$ cat src/rtl/cubic_fetch_seq.sv
// Operand sequencer for the cubic interpolation engine: power vector, four-tap pixel fetch, phase cadence.
// Optional CUBIC_SEQ_EDGE_CLAMP_EN clamps neighbour indices to [0, LINE_LEN-1]; otherwise indices wrap.
module cubic_fetch_seq #(
  parameter int LINE_LEN = 200,
  parameter int ADDR_W   = 8
) (
  input  logic              clk,
  input  logic              rst,
  input  logic              req_valid,
  output logic              req_ready,
  input  logic [ADDR_W-1:0] req_idx,
  input  logic [7:0]        req_frac,
  output logic              mem_rd,
  output logic [ADDR_W-1:0] mem_addr,
  input  logic [7:0]        mem_rdata,
  output logic [2:0]        cyc_cnt,
  output logic [23:0]       x_out,
  output logic [7:0]        p_out,
  output logic              res_valid,
  output logic [2:0]        state_dbg
);

  // Handshake: a request transfers on any clock edge where req_valid and req_ready are both high;
  // req_ready is high only in IDLE and C4, and the request fields are captured on that edge.

  typedef enum logic [2:0] {
    S_IDLE  = 3'd0,
    S_C0    = 3'd1,
    S_C1    = 3'd2,
    S_C2    = 3'd3,
    S_C3    = 3'd4,
    S_C4    = 3'd5,
    S_FLUSH = 3'd6
  } state_t;

  state_t            state, state_nxt;
  logic [ADDR_W-1:0] idx_r;
  logic              pending;
  logic              accept;
  logic [7:0]        t2, t3;
  logic [ADDR_W-1:0] rd_base, rd_off, rd_addr;
  logic              rd_en;
  logic [2:0]        cc_nxt;

  assign req_ready = (state == S_IDLE) || (state == S_C4);
  assign accept    = req_valid && req_ready;
  assign p_out     = mem_rdata;
  assign state_dbg = state;

  // Rounded Q0.8 products; t3 is built from the already-rounded t2.
  assign t2 = 8'((({8'd0, req_frac} * {8'd0, req_frac}) + 16'd128) >> 8);
  assign t3 = 8'((({8'd0, t2} * {8'd0, req_frac}) + 16'd128) >> 8);

  always_comb begin
    state_nxt = state;
    case (state)
      S_IDLE:  if (accept) state_nxt = S_C0;
      S_C0:    state_nxt = S_C1;
      S_C1:    state_nxt = S_C2;
      S_C2:    state_nxt = S_C3;
      S_C3:    state_nxt = S_C4;
      S_C4:    state_nxt = accept ? S_C0 : S_FLUSH;
      S_FLUSH: state_nxt = S_IDLE;
      default: state_nxt = S_IDLE;
    endcase
  end

  always_comb begin
    cc_nxt = 3'd7;
    case (state_nxt)
      S_C0, S_FLUSH: cc_nxt = 3'd0;
      S_C1:          cc_nxt = 3'd1;
      S_C2:          cc_nxt = 3'd2;
      S_C3:          cc_nxt = 3'd3;
      S_C4:          cc_nxt = 3'd4;
      default:       cc_nxt = 3'd7;
    endcase
  end

  // Read strobe/address are registered from the next state so they line up with C0..C3;
  // entering C0 the index is still on req_idx, not yet in idx_r.
  always_comb begin
    rd_en   = 1'b0;
    rd_base = idx_r;
    rd_off  = '0;
    case (state_nxt)
      S_C0: begin rd_en = 1'b1; rd_base = req_idx; rd_off = '1; end
      S_C1: begin rd_en = 1'b1; rd_off = '0; end
      S_C2: begin rd_en = 1'b1; rd_off = ADDR_W'(1); end
      S_C3: begin rd_en = 1'b1; rd_off = ADDR_W'(2); end
      default: rd_en = 1'b0;
    endcase
  end

`ifdef CUBIC_SEQ_EDGE_CLAMP_EN
  localparam logic [ADDR_W-1:0] LAST = ADDR_W'(LINE_LEN - 1);
  logic signed [ADDR_W+1:0] rd_sum;

  always_comb begin
    rd_sum = $signed({2'b00, rd_base}) + $signed({{2{rd_off[ADDR_W-1]}}, rd_off});
    if (rd_sum < 0)
      rd_addr = '0;
    else if (rd_sum > $signed({2'b00, LAST}))
      rd_addr = LAST;
    else
      rd_addr = rd_sum[ADDR_W-1:0];
  end
`else
  assign rd_addr = rd_base + rd_off;
`endif

  always_ff @(posedge clk) begin
    if (rst) begin
      state     <= S_IDLE;
      cyc_cnt   <= 3'd7;
      x_out     <= '0;
      idx_r     <= '0;
      mem_rd    <= 1'b0;
      mem_addr  <= '0;
      res_valid <= 1'b0;
      pending   <= 1'b0;
    end else begin
      state   <= state_nxt;
      cyc_cnt <= cc_nxt;
      mem_rd  <= rd_en;
      if (rd_en) mem_addr <= rd_addr;
      if (accept) begin
        idx_r <= req_idx;
        x_out <= {req_frac, t2, t3};
      end
      // The engine's result for a sample is committed in the C0/FLUSH cycle that follows its C4.
      res_valid <= 1'b0;
      if (state == S_C4) begin
        pending <= 1'b1;
      end else if (state == S_C0 || state == S_FLUSH) begin
        pending   <= 1'b0;
        res_valid <= pending;
      end
    end
  end

endmodule
$ cat config.mk
export PLATFORM = sky130hd
export DESIGN_NAME = cubic_fetch_seq
export DESIGN_NICKNAME = d
export VERILOG_FILES = /design/src/rtl/cubic_fetch_seq.sv
export SDC_FILE = /design/constraint.sdc
export NUM_CORES = 1
export LEC_CHECK = 0
export BUFFER_PORTS_ARGS = -buffer_cell sky130_fd_sc_hd__buf_2
export CAP_MARGIN = 20
export CORE_ASPECT_RATIO = 1.1
export CORE_MARGIN = 2
export CORE_UTILIZATION = 40
export DETAILED_ROUTE_END_ITERATION = 6
export GPL_TIMING_DRIVEN = 1
export PLACE_DENSITY = 0.56
export SYNTH_ARGS = -nofsm -noshare
export SYNTH_HDL_FRONTEND = slang
export SYNTH_SLANG_ARGS = --single-unit
$ cat constraint.sdc
create_clock -name clk -period 20.9 [get_ports clk]
set_input_delay 2.09 -clock clk [delete_from_list [all_inputs] [get_ports clk]]
set_output_delay 2.09 -clock clk [all_outputs]
set_load 0.02 [all_outputs]
==> metrics.cfg <==
[floorplanning]
die_h_um=129
fp.dieArea_um2=15300
fp.coreArea_um2=13900
pin_count=76
fp.dieW_um=118
start_util_pct=41.1
row_count=45

[yosys]
syn_area_um2=5720
synthXorXnorAreaFrac_pct=4.13
synthMuxAreaShare_pct=0.547
synth_compound_area_share_pct=14.0
async_flop_share_pct=0
synth_cell_type_count=63
synth_fa_ha_area_share_pct=35.1
synthSimpleGateAreaFrac_pct=20.3
syn_inst=670
ys.flop_type=dfxtp_1
avgSynthCellArea_um2=8.54
syn-num-nets=823
synth-seq-cells=49
synth_top_family_by_area=adder cells
ys_seq_area_share_pct=17.1
ys_warn_count=0
synth_edf_count=0

[sta]
maxSlewViolCount=0
worst_slack_ns=10.38
fmaxAchievable_ghz=0.0950
finalSetupTns_ns=0
worstMarginPinSlew_ns=0.901
skew_ns=0.00688
min_period_over_period_pct=50.4
rsz0062_at_grt=no
hold_violations=0
period_minus_slack_ns=10.52
relSlewSlack_pct=39.5
hold_ws_ns=0.455
setup-violations-final=0

[route]
drtAntennaViolNets=0
firstDrtPassIters=4
wirelength_um=13000
drt_iter0_drc=176
vias=4539
vias_per_cell=5.12
wl_per_cell_um=14.7
drc=0

[clocking]
clock_sinks=49
path_clk_slew_ns=0.07
cts_buffers=5
cts-resized-gates=0
clockBufferDepth=2
htree_num_levels=2
post_cts_buffers=0
root_buffer=clkbuf_16
cts_hold_buf=0
clk_latency_ns=0.28
tritoncts=done

[global_route]
grt_pass1_wl_um=22400
antenna_found_initial=0
grtUsageTotal_pct=17.8
grt_pass1_vias=4738
gr-total-overflow=0
grt_max_degree=42

[critical_path]
crit_type=in2reg
crit_slowest_cell=fa_1
required_ns=21.08
cp-start-kind=input port
crit_fanout=15
critical_path.max_stage_delay_ns=0.54
arrival_ns=10.70
crit_path_end_kind=flop

[finish]
num_antenna_cells=0
final_layout_size_suffix_gt1_share_pct=12.0
nets=850
areaGrowthSynthToFinish_pct=9.21
design_area_um2=6250

[status]
status=complete, no violations

[placement]
post_dp_cell_area_um2=6080
dp_hpwl_um=10100
portBuffers=59
place_congestion=0.834
dp_slack_ns=10.09

[hold_path]
worstHoldPathType=reg2reg

[run]
maxCapViolations=0

## cell families after synthesis
logic type                 count (synthesis)
muxes                                      3
buffers and inverters                    124
and+or+nand+nor                          227
DFF                                       49
xor gates and xnor gates                  27
adders and majority gates                128
AOI/OAI and AO/OA                        112
## path summary, 6_finish.rpt
path,end,start,slack [ns],cells after the start
worst max-delay path,x_out[5],req_frac[5],10.38,32
worst min-delay path,x_out[3],x_out[3],0.46,2
worst max register to register,mem_addr[5],state_dbg[2],17.21,12
worst min register to register,x_out[3],x_out[3],0.46,2
## state kept, by name (all words and copies together), names as in the netlist
| register | count |
|---|---|
| mem_addr | 8 |
| state_dbg | 3 |
| pending | 1 |
| res_valid | 1 |
| idx_r | 8 |
| mem_rd | 1 |
| x_out | 24 |
| cyc_cnt | 3 |
## synthesized netlist by cell type, drive strengths merged (12+ instances only)
cell | number | share of area (%)
and2 | 53 | 5.8
nor2 | 24 | 1.6
nor3 | 14 | 1.3
a211oi | 12 | 1.7
a21o | 12 | 1.6
xnor2 | 17 | 2.6
buf | 12 | 1.4
clkbuf | 28 | 1.8
inv | 84 | 5.5
fa | 55 | 19
ha | 71 | 16
dfxtp | 49 | 17
nand2 | 83 | 5.4
a21oi | 40 | 3.5
## final cells by class
type                            count  area [um^2]
Tap cell                          188          235
Sequential cell                    49          981
Clock inverter                      3         43.8
Fill cell                        1405         7660
Clock buffer                        5          125
Timing Repair Buffer               60          303
Inverter                           84          315
Multi-Input combinational cell    497         4240
## cells in the final DEF, fill, tap and decap left out, types with 3 or more instances in the layout
cell / n
a211oi_1: 11
a21o_1: 12
a21oi_1: 40
and2_1: 53
and3_1: 7
buf_2: 59
clkbuf_16: 5
dfxtp_1: 49
fa_1: 55
ha_1: 71
inv_1: 84
nand2_1: 83
nand2b_1: 6
nand3_1: 7
nor2_1: 23
nor2b_1: 6
nor3_1: 13
nor3b_1: 5
nor4_1: 4
o211ai_1: 6
o21a_1: 3
o21ai_0: 10
o21bai_1: 3
or2_2: 4
xnor2_1: 17
xor2_1: 10
## worst max-delay path, delay by kind of cell
| kind | cells | cell delay (ns) |
|---|---|---|
| AOI/OAI and AO/OA | 8 | 2.35 |
| xor gates and xnor gates | 2 | 0.50 |
| adders and majority gates | 9 | 4.07 |
| buffers and inverters | 8 | 0.75 |
| and+or+nand+nor | 5 | 0.95 |
## layer usage
metal | global-route usage (%) | up-vias | part of all wire (%)
li1 | - | 2260 | -
met1 | 21.2 | 2195 | 43
met2 | 33.8 | 70 | 51
met3 | 2.42 | 14 | 3.2
met4 | 4.46 | 0 | 1.8
met5 | 0 | - | 0
## stage by stage
step / utilization [%] / std cells
6_report: 44.9 / 886
5_1_grt: 44.9 / 886
4_1_cts: 44.9 / 886
3_5_place_dp: 43.7 / 878
3_3_place_gp: 43.7 / 878
2_1_floorplan: - / 670
Power is not shown: default switching activity piles up to over one toggle a cycle in this logic, so the estimate is an artifact.
